[config.mk]
export PLATFORM = sky130hd
export DESIGN_NAME = kanagawa_pipelined_call_issuer_flat
export DESIGN_NICKNAME = d
export VERILOG_FILES = /design/src/rtl/kanagawa_pipelined_call_issuer_if.sv /design/src/rtl/kanagawa_pipelined_call_issuer.sv /design/src/flat_wrapper.sv
export SDC_FILE = /design/constraint.sdc
export NUM_CORES = 1
export LEC_CHECK = 0
export CAP_MARGIN = 20
export CORE_MARGIN = 5
export CORE_UTILIZATION = 35
export CTS_BUF_LIST = sky130_fd_sc_hd__clkbuf_16
export CTS_CLUSTER_DIAMETER = 60
export DETAILED_ROUTE_END_ITERATION = 10
export PLACE_DENSITY_LB_ADDON = 0.12
export SETUP_SLACK_MARGIN = 0.15
export SYNTH_ARGS = -nofsm -noshare
export SYNTH_HDL_FRONTEND = slang
export SYNTH_SLANG_ARGS = --single-unit
export TNS_END_PERCENT = 50
[constraint.sdc]
create_clock -name clk -period 2.7 [get_ports clk]
set_input_delay 0.54 -clock clk [delete_from_list [all_inputs] [get_ports clk]]
set_output_delay 0.54 -clock clk [all_outputs]
set_load 0.005 [all_outputs]
[src/rtl/kanagawa_pipelined_call_issuer_if.sv]
// Call/beat/counter handshake bundle between the call issuer and its neighbours.
// master: environment side (calls in, beats out); slave: the issuer itself.
interface kanagawa_pipelined_call_issuer_if #(
  parameter int unsigned TCW  = 8,
  parameter int unsigned TAGW = 4
);
  logic            call_valid_in;
  logic            call_ready_out;
  logic [TCW-1:0]  call_max_thread_id_in;
  logic [TAGW-1:0] call_tag_in;
  logic            thread_valid_out;
  logic            thread_ready_in;
  logic [TCW-1:0]  thread_id_out;
  logic            thread_last_out;
  logic [TAGW-1:0] thread_tag_out;
  logic            counter_incr_out;
  logic [TCW-1:0]  counter_max_id_out;
  logic            counter_only_one_out;

  modport master (
    output call_valid_in, call_max_thread_id_in, call_tag_in, thread_ready_in,
    input  call_ready_out, thread_valid_out, thread_id_out, thread_last_out,
    input  thread_tag_out, counter_incr_out, counter_max_id_out, counter_only_one_out
  );

  modport slave (
    input  call_valid_in, call_max_thread_id_in, call_tag_in, thread_ready_in,
    output call_ready_out, thread_valid_out, thread_id_out, thread_last_out,
    output thread_tag_out, counter_incr_out, counter_max_id_out, counter_only_one_out
  );
endinterface

[src/rtl/kanagawa_pipelined_call_issuer.sv]
// Expands pipelined function calls into per-thread beats and drives the thread counter.
// Optional KANAGAWA_CALL_ISSUER_STATS_EN adds saturating call/beat statistics ports.
module kanagawa_pipelined_call_issuer #(
  parameter int unsigned THREAD_COUNT_WIDTH = 8,
  parameter int unsigned TAG_WIDTH          = 4
) (
  input  logic clk,
  input  logic rst,
  kanagawa_pipelined_call_issuer_if.slave bus
`ifdef KANAGAWA_CALL_ISSUER_STATS_EN
  ,
  output logic [31:0] stat_calls_out,
  output logic [31:0] stat_threads_out
`endif
);

  localparam int unsigned TCW  = THREAD_COUNT_WIDTH;
  localparam int unsigned TAGW = TAG_WIDTH;

  typedef enum logic {IDLE = 1'b0, ISSUE = 1'b1} state_t;

  state_t          state_q, state_d;
  logic [TCW-1:0]  id_q, id_d;
  logic [TCW-1:0]  max_q, max_d;
  logic [TAGW-1:0] tag_q, tag_d;
  logic            ready_c;
  logic            incr_c;
  logic            last_c;
  logic            accept_c;

  // State and active-call registers
  always_ff @(posedge clk or posedge rst) begin
    if (rst) begin
      state_q <= IDLE;
      id_q    <= '0;
      max_q   <= '0;
      tag_q   <= '0;
    end else begin
      state_q <= state_d;
      id_q    <= id_d;
      max_q   <= max_d;
      tag_q   <= tag_d;
    end
  end

  // Next state; last beat found by compare so id never wraps past max
  always_comb begin
    state_d  = state_q;
    id_d     = id_q;
    max_d    = max_q;
    tag_d    = tag_q;
    ready_c  = 1'b0;
    incr_c   = 1'b0;
    last_c   = 1'b0;
    accept_c = 1'b0;
    case (state_q)
      IDLE: begin
        ready_c = 1'b1;
      end
      ISSUE: begin
        last_c  = (id_q == max_q);
        incr_c  = bus.thread_ready_in;
        ready_c = last_c & bus.thread_ready_in;
        if (incr_c) begin
          if (!last_c) id_d = id_q + TCW'(1);
          else         state_d = IDLE;
        end
      end
      default: state_d = IDLE;
    endcase
    accept_c = bus.call_valid_in & ready_c;
    if (accept_c) begin
      state_d = ISSUE;
      id_d    = '0;
      max_d   = bus.call_max_thread_id_in;
      tag_d   = bus.call_tag_in;
    end
  end

  assign bus.call_ready_out       = ready_c;
  assign bus.thread_valid_out     = (state_q == ISSUE);
  assign bus.thread_id_out        = id_q;
  assign bus.thread_last_out      = last_c;
  assign bus.thread_tag_out       = tag_q;
  assign bus.counter_incr_out     = incr_c;
  assign bus.counter_max_id_out   = max_q;
  assign bus.counter_only_one_out = (state_q == ISSUE) && (max_q == '0);

`ifdef KANAGAWA_CALL_ISSUER_STATS_EN
  logic [31:0] calls_q;
  logic [31:0] threads_q;

  // Saturating statistics counters
  always_ff @(posedge clk or posedge rst) begin
    if (rst) begin
      calls_q   <= '0;
      threads_q <= '0;
    end else begin
      if (accept_c && (calls_q != 32'hFFFF_FFFF))  calls_q   <= calls_q + 32'd1;
      if (incr_c && (threads_q != 32'hFFFF_FFFF))  threads_q <= threads_q + 32'd1;
    end
  end

  assign stat_calls_out   = calls_q;
  assign stat_threads_out = threads_q;
`endif

endmodule

[src/flat_wrapper.sv]
// flat-port wrapper written by rule: the top's interface ports become plain ports
module kanagawa_pipelined_call_issuer_flat 
#(
  parameter int unsigned THREAD_COUNT_WIDTH = 8,
  parameter int unsigned TAG_WIDTH          = 4
)
  (clk, rst, bus_call_valid_in, bus_call_max_thread_id_in, bus_call_tag_in, bus_thread_ready_in, bus_call_ready_out, bus_thread_valid_out, bus_thread_id_out, bus_thread_last_out, bus_thread_tag_out, bus_counter_incr_out, bus_counter_max_id_out, bus_counter_only_one_out);
  kanagawa_pipelined_call_issuer_if #(.TCW(8), .TAGW(4)) bus_i ();
  input  logic clk;
  input  logic rst;
  input wire logic [$bits(bus_i.call_valid_in)-1:0] bus_call_valid_in;
  input wire logic [$bits(bus_i.call_max_thread_id_in)-1:0] bus_call_max_thread_id_in;
  input wire logic [$bits(bus_i.call_tag_in)-1:0] bus_call_tag_in;
  input wire logic [$bits(bus_i.thread_ready_in)-1:0] bus_thread_ready_in;
  output wire logic [$bits(bus_i.call_ready_out)-1:0] bus_call_ready_out;
  output wire logic [$bits(bus_i.thread_valid_out)-1:0] bus_thread_valid_out;
  output wire logic [$bits(bus_i.thread_id_out)-1:0] bus_thread_id_out;
  output wire logic [$bits(bus_i.thread_last_out)-1:0] bus_thread_last_out;
  output wire logic [$bits(bus_i.thread_tag_out)-1:0] bus_thread_tag_out;
  output wire logic [$bits(bus_i.counter_incr_out)-1:0] bus_counter_incr_out;
  output wire logic [$bits(bus_i.counter_max_id_out)-1:0] bus_counter_max_id_out;
  output wire logic [$bits(bus_i.counter_only_one_out)-1:0] bus_counter_only_one_out;
  assign bus_i.call_valid_in = bus_call_valid_in;
  assign bus_i.call_max_thread_id_in = bus_call_max_thread_id_in;
  assign bus_i.call_tag_in = bus_call_tag_in;
  assign bus_i.thread_ready_in = bus_thread_ready_in;
  assign bus_call_ready_out = bus_i.call_ready_out;
  assign bus_thread_valid_out = bus_i.thread_valid_out;
  assign bus_thread_id_out = bus_i.thread_id_out;
  assign bus_thread_last_out = bus_i.thread_last_out;
  assign bus_thread_tag_out = bus_i.thread_tag_out;
  assign bus_counter_incr_out = bus_i.counter_incr_out;
  assign bus_counter_max_id_out = bus_i.counter_max_id_out;
  assign bus_counter_only_one_out = bus_i.counter_only_one_out;
  kanagawa_pipelined_call_issuer #(.THREAD_COUNT_WIDTH(THREAD_COUNT_WIDTH), .TAG_WIDTH(TAG_WIDTH)) u_core (.clk(clk), .rst(rst), .bus(bus_i));
endmodule
# After elaboration in Yosys (flattened, before gate mapping)
# Cells that the tools add are included.
# totals
register_bits,21
inputBits,16
out_inout_bits,25
word_cells,26
# op_classes
addsub,1
eq_ne,2
muxes,11
n_bitwise,3
reduce_logical,5
# ops
cell,count
8-bit 2-to-1 mux,4
8-bit by 1-bit adder with 8-bit output (second input constant),1
8-bit equality test,1
8-bit logical NOT,1
1-bit 2-to-1 mux,6
2-bit nonzero test,2
3-bit AND reduction,1
1-bit bitwise AND,2
2-bit by 1-bit inequality test with 1-bit output (second input constant),1
1-bit one-hot mux with 2 select lines,1
1-bit logical AND,1
1-bit NOT,1

# Longest topological paths before layout
# Gate-level depths: netlist of the first run.
# depth
ltp_word,6
depth_mapped,7
ltp_nobuf,6

# Worst setup path before layout of the first run
# Ideal clock, no wire load.
# synth_path
path_type,reg-to-output
start,"reg u_core.id_q[3], in the netlist u_core.bus.thread_id_out[3]"
end,out bus_thread_last_out
arrival_time_ns,1.349
required_time_ns,2.160
slack_ns,0.811
path_stages_with_launch,6
path_buffers,1
cell_sequence,dfrtp_1 > buf_2 > xnor2_1 > nand4_2 > nor2_1 > and2_1
# synth_via
elab_chain_cells,2
# synth_rtl
item,line,rtl
start: declaration,kanagawa_pipelined_call_issuer.sv:23,"logic [TCW-1:0] id_q, id_d;"
start signal: assignment,kanagawa_pipelined_call_issuer.sv:40,id_q <= id_d;
8-bit equality test,kanagawa_pipelined_call_issuer.sv:61,last_c = (id_q == max_q);
1-bit 2-to-1 mux,kanagawa_pipelined_call_issuer.sv:56,case (state_q)
end: declaration,flat_wrapper.sv:18,output wire logic [$bits(bus_i.thread_last_out)-1:0] bus_thread_last_out;
# Every way passes these cells.

# Final worst setup path of the first run
# layout_path
start,"reg u_core.id_q[1], in the netlist u_core.bus.thread_id_out[1]"
end,out bus_call_ready_out
# layout_via
elab_chain_cells,3
# layout_rtl
item,line,rtl
8-bit equality test,kanagawa_pipelined_call_issuer.sv:61,
1-bit bitwise AND,kanagawa_pipelined_call_issuer.sv:63,ready_c = last_c & bus.thread_ready_in;
1-bit one-hot mux with 2 select lines,kanagawa_pipelined_call_issuer.sv:56,
end: declaration,flat_wrapper.sv:15,output wire logic [$bits(bus_i.call_ready_out)-1:0] bus_call_ready_out;
# Every way passes these cells.

==> impl_metrics.py, run 1 <==
metrics = {
    "synthesis": {
        "synthAdderAreaFrac": 0.01028,
        "avgSynthCellArea_um2": 11.59,
        "netlist_area_um2": 1217,
        "synth_xor_area_frac": 0.05755,
        "yosys.area_share.simple": 0.1675,
        "synth-compound-area-share": 0.1531,
        "synth_nets": 122,
        "synth_top_family_by_area": "simple AND/OR/NAND/NOR gates",
        "muxShareOfSynthArea": 0.1501,
        "syn_inst": 105,
        "yosysSeqAreaShare": 0.4317,
        "ys_seq_elements": 21,
        "ys_warn_count": 0,
        "yosysUniqueCellTypes": 37,
    },
    "grt": {
        "grt_pass1_wl_mm": 4.926,
        "gr-usage-all-layers": 0.1402,
        "gr-total-overflow": 0,
        "grt_pass1_vias": 1035,
        "grt_max_degree": 22,
        "antenna_found_initial": 0,
    },
    "setup_path": {
        "cp.required_ns": 2.16,
        "crit_fanout": 6,
        "cp-end-kind": "output port",
        "critPathLaunchType": "flop",
        "cp.arrival_ns": 1.95,
        "critPathKind": "reg -> out",
    },
    "clock_tree": {
        "clkSinkCount": 21,
        "clk_path_buf_depth": 2,
        "insertion_delay_ns": 0.25,
        "cts_root_buf": "clkbuf_16",
        "cts_made_buffers": 3,
        "htreeDepth": 1,
        "cts_tree": "done",
        "holdBufCountCts": 0,
        "clk_pin_slew_worst_paths_ns": 0.06,
    },
    "die": {
        "rows": 21,
        "coreArea_um2": 3363,
        "fp.dieW_um": 68.98,
        "fp.dieH_um": 68.98,
        "top_level_ports": 41,
        "initial_core_util": 0.3620,
        "dieArea_um2": 4758,
    },
    "timing": {
        "tightest_slew_ns": 0.7858,
        "slew_headroom": 0.4756,
        "fmax_mhz": 401.3,
        "finalSetupViolations": 0,
        "setup_tns_ns": 0,
        "rsz0062_at_grt": "yes",
        "finalWorstSetupSlack_ns": 0.2082,
        "hold_viol": 0,
        "slew_violations": 0,
        "period_share": 0.9229,
        "finClkSkew_ns": 0.003346,
        "holdWs_ns": 0.5089,
        "period_minus_slack_ns": 2.492,
    },
    "place": {
        "globalplace.congestion": 0.8203,
        "place_area_um2": 1680,
        "placed_cells": 191,
        "io_buffers": 40,
        "dpl.hpwl_mm": 2.174,
        "pre_cts_slack_ns": 0.2600,
    },
    "routing": {
        "vias_per_cell": 4.888,
        "via_count": 963,
        "route.detailed.drc": 0,
        "ant_nets": 0,
        "wire_per_inst_um": 14.72,
        "drt_iter0_markers": 66,
        "drt-pass1-iter-count": 4,
        "finalWirelength_mm": 2.899,
    },
    "pwr": {
        "ir_worst_vdd_mv": 0.3953,
        "fin_total_pwr_mw": 1.527,
        "power_density_nw_per_um2": 839.2,
        "cellLeakagePower_nw": 0.7908,
    },
    "final_layout": {
        "n_antenna_cell": 0,
        "areaGrowthSynthToFinish_pct": 49.43,
        "drive_above_1_share": 0.2583,
        "stdcell_area_um2": 1819,
        "final_common_cell": "clkdlybuf4s50_1",
        "final_cells": 197,
        "layout_common_cells": "clkdlybuf4s50_1 (40), dfrtp_1 (16), mux2_4 (10), nand2_1 (8)",
        "final_core_util": 0.5409,
        "nFillCells": 332,
        "fin_nets": 169,
    },
    "outcome": {
        "outcome": "completed",
    },
    "run": {
        "maxCapViolCount": 0,
    },
    "min_path": {
        "hold_class": "reg -> reg",
    },
}
-- kinds of logic after synthesis --
| family | Yosys count |
|---|---|
| xor+xnor | 8 |
| compound gates | 20 |
| mux | 13 |
| buf+inv | 7 |
| flops | 21 |
| simple gates | 35 |
| fa+ha+maj | 1 |
-- state kept, by name (all words and copies together), names as in the netlist --
name,flops
u_core.bus.thread_tag_out,4
u_core.bus.counter_max_id_out,8
u_core.bus.thread_id_out,8
u_core.bus.thread_valid_out,1
-- cell usage after synthesis (all sizes together) --
master | number | share of area
a211o | 5 | 0.036
a21o | 1 | 0.0062
a21oi | 1 | 0.013
a221o | 1 | 0.0082
a22o | 1 | 0.0072
and2 | 6 | 0.031
and3 | 1 | 0.0051
buf | 3 | 0.017
clkbuf | 1 | 0.0031
dfrtp | 21 | 0.43
ha | 1 | 0.010
inv | 3 | 0.0092
mux2 | 12 | 0.14
mux2i | 1 | 0.0082
nand2 | 9 | 0.030
nand2b | 1 | 0.0051
nand3 | 5 | 0.021
nand4 | 2 | 0.021
nor2 | 2 | 0.0062
nor2b | 2 | 0.010
nor4 | 2 | 0.010
nor4b | 1 | 0.0072
o2111ai | 1 | 0.0072
o211a | 1 | 0.0082
o21ai | 2 | 0.0082
o22ai | 1 | 0.0051
o31ai | 1 | 0.017
o32ai | 4 | 0.029
o41ai | 1 | 0.0072
or2 | 2 | 0.010
or2b | 1 | 0.0062
or3 | 1 | 0.0051
xnor2 | 8 | 0.058
-- worst paths after layout --
path / startpoint / end / slack, ns / cells past startpoint
worst max register to register: u_core.bus.thread_id_out[1]$_DFFE_PP0P_ / u_core.bus.thread_id_out[1]$_DFFE_PP0P_ / 0.77 / 6
worst max-delay path: u_core.bus.thread_id_out[1]$_DFFE_PP0P_ / bus_call_ready_out / 0.21 / 4
min in group asynchronous: rst / u_core.bus.counter_max_id_out[2]$_DFFE_PP0N_ / 0.74 / 2
max in group asynchronous: rst / u_core.bus.thread_id_out[0]$_DFFE_PP0P_ / 1.42 / 2
worst min register to register: u_core.bus.thread_tag_out[3]$_DFFE_PP0N_ / u_core.bus.thread_tag_out[3]$_DFFE_PP0N_ / 0.51 / 1
worst min-delay path: u_core.bus.thread_tag_out[3]$_DFFE_PP0N_ / u_core.bus.thread_tag_out[3]$_DFFE_PP0N_ / 0.51 / 1
-- power by group --
group          internal (mW)  switching [mW]  leakage [nW]
Sequential             0.411           0.156         0.236
Clock                  0.199           0.112        0.0409
Combinational          0.434           0.214         0.514
-- area by class of cell --
class | instances | area, µm² | area share
Sequential cell | 21 | 531.8 | 0.2923
Multi-Input combinational cell | 77 | 693.2 | 0.3810
Timing Repair Buffer | 46 | 445.4 | 0.2448
Clock inverter | 1 | 5.005 | 0.002751
Clock buffer | 3 | 75.07 | 0.04127
Inverter | 3 | 11.26 | 0.006190
Tap cell | 46 | 57.56 | 0.03164
-- critical path, stage by stage, from the launching register on --
cell             delay, ns
dfrtp_1               0.47
xnor2_2               0.20
nand4_2               0.19
o31ai_4               0.30
clkdlybuf4s50_1       0.54
-- metal layers --
layer | track usage | up-vias | wire, µm
met1 | 0.1866 | 457 | 1373
met5 | 0 | - | 0
met2 | 0.2226 | 24 | 1348
met4 | 0.04380 | 0 | 21
met3 | 0.03566 | 2 | 155
li1 | - | 480 | -
-- what timing repair did --
item / CTS / global route
endpoints found under the setup margin: 2 / 2
setup buffers: 2 / 0
pin swaps: 2 / 1
resized for setup: 1 / 9
No activity file was read; power rests on OpenSTA's default activity.
==> run 2: changes to the inputs <==
--- a/config.mk
+++ b/config.mk
@@ -5,6 +5,7 @@
 export SDC_FILE = /design/constraint.sdc
 export NUM_CORES = 1
 export LEC_CHECK = 0
+export ABC_CLOCK_PERIOD_IN_PS = 2700
 export CAP_MARGIN = 20
 export CORE_MARGIN = 5
 export CORE_UTILIZATION = 35
==> results of run 2 <==
The final DEF is identical to that of run 1; final timing and power are the same.
==> run 3: changes to the inputs <==
--- a/config.mk
+++ b/config.mk
@@ -5,14 +5,13 @@
 export SDC_FILE = /design/constraint.sdc
 export NUM_CORES = 1
 export LEC_CHECK = 0
-export ABC_CLOCK_PERIOD_IN_PS = 2700
+export ABC_CLOCK_PERIOD_IN_PS = 2900
 export CAP_MARGIN = 20
 export CORE_MARGIN = 5
 export CORE_UTILIZATION = 35
 export CTS_BUF_LIST = sky130_fd_sc_hd__clkbuf_16
 export CTS_CLUSTER_DIAMETER = 60
 export DETAILED_ROUTE_END_ITERATION = 10
-export PLACE_DENSITY_LB_ADDON = 0.12
 export SETUP_SLACK_MARGIN = 0.15
 export SYNTH_ARGS = -nofsm -noshare
 export SYNTH_HDL_FRONTEND = slang
==> constraint.sdc (replaced) <==
create_clock -name clk -period 2.9 [get_ports clk]
set_input_delay 0.58 -clock clk [delete_from_list [all_inputs] [get_ports clk]]
set_output_delay 0.58 -clock clk [all_outputs]
set_load 0.005 [all_outputs]
==> run 3 against run 2 <==
Compared with the run above:
- die area stayed put
- flip-flop and latch count stayed put
- setup slack better by 0.048 ns
- sequential power is 8.6% lower
- clock skew is 0.0019 ns lower
- largest power group unchanged
- highest routed layer unchanged
==> impl_metrics.py, run 3 (synthesis gave the netlist of run 1 again) <==
metrics = {
    "timing": {
        "slew_headroom": 0.4698,
        "hold_viol": 0,
        "finalSetupViolations": 0,
        "tightest_slew_ns": 0.7944,
        "rsz0062_at_grt": "no",
        "finClkSkew_ns": 0.001490,
        "period_minus_slack_ns": 2.644,
        "finalWorstSetupSlack_ns": 0.2557,
        "period_share": 0.9118,
        "fmax_mhz": 378.2,
        "setup_tns_ns": 0,
        "slew_violations": 0,
    },
    "routing": {
        "finalWirelength_mm": 2.820,
        "wire_per_inst_um": 14.39,
        "route.detailed.drc": 0,
        "via_count": 997,
        "drt_iter0_markers": 63,
        "vias_per_cell": 5.087,
        "ant_nets": 0,
        "drt-pass1-iter-count": 4,
    },
    "run": {
        "maxCapViolCount": 0,
    },
    "die": {
        "top_level_ports": 41,
        "fp.dieH_um": 68.98,
        "coreArea_um2": 3363,
        "fp.dieW_um": 68.98,
        "rows": 21,
        "dieArea_um2": 4758,
        "initial_core_util": 0.3620,
    },
    "clock_tree": {
        "cts_made_buffers": 3,
        "clk_pin_slew_worst_paths_ns": 0.05,
        "cts_tree": "done",
        "ctsResizeCount": 0,
        "insertion_delay_ns": 0.25,
        "cts_root_buf": "clkbuf_16",
        "clkSinkCount": 21,
        "htreeDepth": 1,
        "clk_path_buf_depth": 2,
    },
    "setup_path": {
        "cp.required_ns": 2.32,
        "crit_chain": "clkdlybuf4s50_1 > inv_1 > o31ai_4 > clkdlybuf4s50_1",
        "cpLargestDelayFamily": "buffers and inverters",
        "critPathLaunchType": "input pin",
        "critPathBufInv": 3,
        "cp-end-kind": "output port",
        "critPathKind": "in -> out",
        "crit_fanout": 6,
        "cp_slowest_cell": "clkdlybuf4s50_1",
        "cpPeakStageDelay_ns": 0.56,
        "cp_common_cell": "clkdlybuf4s50_1",
        "cp.arrival_ns": 2.06,
    },
    "place": {
        "dpl.hpwl_mm": 2.153,
        "pre_cts_slack_ns": 0.2380,
        "globalplace.congestion": 0.7937,
        "place_area_um2": 1665,
        "io_buffers": 40,
    },
    "final_layout": {
        "stdcell_area_um2": 1767,
        "final_common_cell": "clkdlybuf4s50_1",
        "final_core_util": 0.5253,
        "areaGrowthSynthToFinish_pct": 45.12,
        "drive_above_1_share": 0.1800,
        "layout_common_cells": "clkdlybuf4s50_1 (40), dfrtp_1 (21), mux2_4 (10), xnor2_1 (8), nand2_1 (8)",
        "nFillCells": 326,
        "n_antenna_cell": 0,
        "fin_nets": 168,
    },
    "min_path": {
        "hold_class": "reg -> reg",
    },
    "pwr": {
        "cellLeakagePower_nw": 0.7632,
        "power_density_nw_per_um2": 765.5,
        "ir_worst_vdd_mv": 0.3267,
    },
    "grt": {
        "antenna_found_initial": 0,
        "gr-usage-all-layers": 0.1422,
        "grt_max_degree": 22,
        "grt_pass1_wl_mm": 4.926,
        "grt_pass1_vias": 991,
        "gr-total-overflow": 0,
    },
    "outcome": {
        "outcome": "completed",
    },
}
## run 3: where the power goes
group	total [mW]	switching (mW)	leakage (nW)	internal (mW)
logic	0.552	0.183	0.482	0.368
registers	0.518	0.141	0.239	0.377
clock network	0.283	0.0997	0.0423	0.183
total	1.35	0.424	0.763	0.928
## run 3: timing repair
item / in CTS / in global routing
setup endpoints to repair: 0 / 2
setup buffers: 0 / 3
hold buffers: 0 / 0
## run 3: area by class of cell
type                    count  area, µm²  share of cell area
flip-flops and latches     21      525.5              0.2975
repair buffers             45      437.9              0.2479
clock inverters             1      3.754            0.002125
well taps                  46      57.56             0.03258
multi-input cells          77      655.6              0.3711
inverters                   3      11.26            0.006374
clock buffers               3      75.07             0.04249
## run 3: through the flow
stage               hold slack, ns  power, mW  cells
floorplan                   0.5061     0.8125    105
global placement            0.4985      1.066    189
detailed placement          0.4914      1.072    189
CTS                         0.5203      1.364    193
global route                0.5316      1.461    196
finish                      0.5171      1.352    196
## run 3: path summary, 6_finish.rpt
check,cells after the start,from,endpoint,slack [ns]
setup / recovery,4,bus_thread_ready_in,bus_call_ready_out,0.26
setup reg to reg,7,u_core.bus.thread_id_out[2]$_DFFE_PP0P_,u_core.bus.thread_id_out[3]$_DFFE_PP0P_,0.85
min in group asynchronous,2,rst,u_core.bus.thread_tag_out[1]$_DFFE_PP0N_,0.78
hold / removal,1,u_core.bus.thread_tag_out[0]$_DFFE_PP0N_,u_core.bus.thread_tag_out[0]$_DFFE_PP0N_,0.52
hold reg to reg,1,u_core.bus.thread_tag_out[0]$_DFFE_PP0N_,u_core.bus.thread_tag_out[0]$_DFFE_PP0N_,0.52
max in group asynchronous,2,rst,u_core.bus.counter_max_id_out[6]$_DFFE_PP0N_,1.63
## run 3: worst register-to-register path: cells and delay by family (launching register included)
kind | cells | cell delay, ns
xor gates and xnor gates | 1 | 0.22
and+or+nand+nor | 1 | 0.23
AOI/OAI and AO/OA | 3 | 0.69
buffers and inverters | 2 | 0.33
DFF | 1 | 0.46
## run 3: layer usage
layer  routed length [µm]  GRT usage
met4                   35    0.04380
met1                 1312     0.1792
met3                  231    0.05186
met5                    0          0
met2                 1241     0.2262
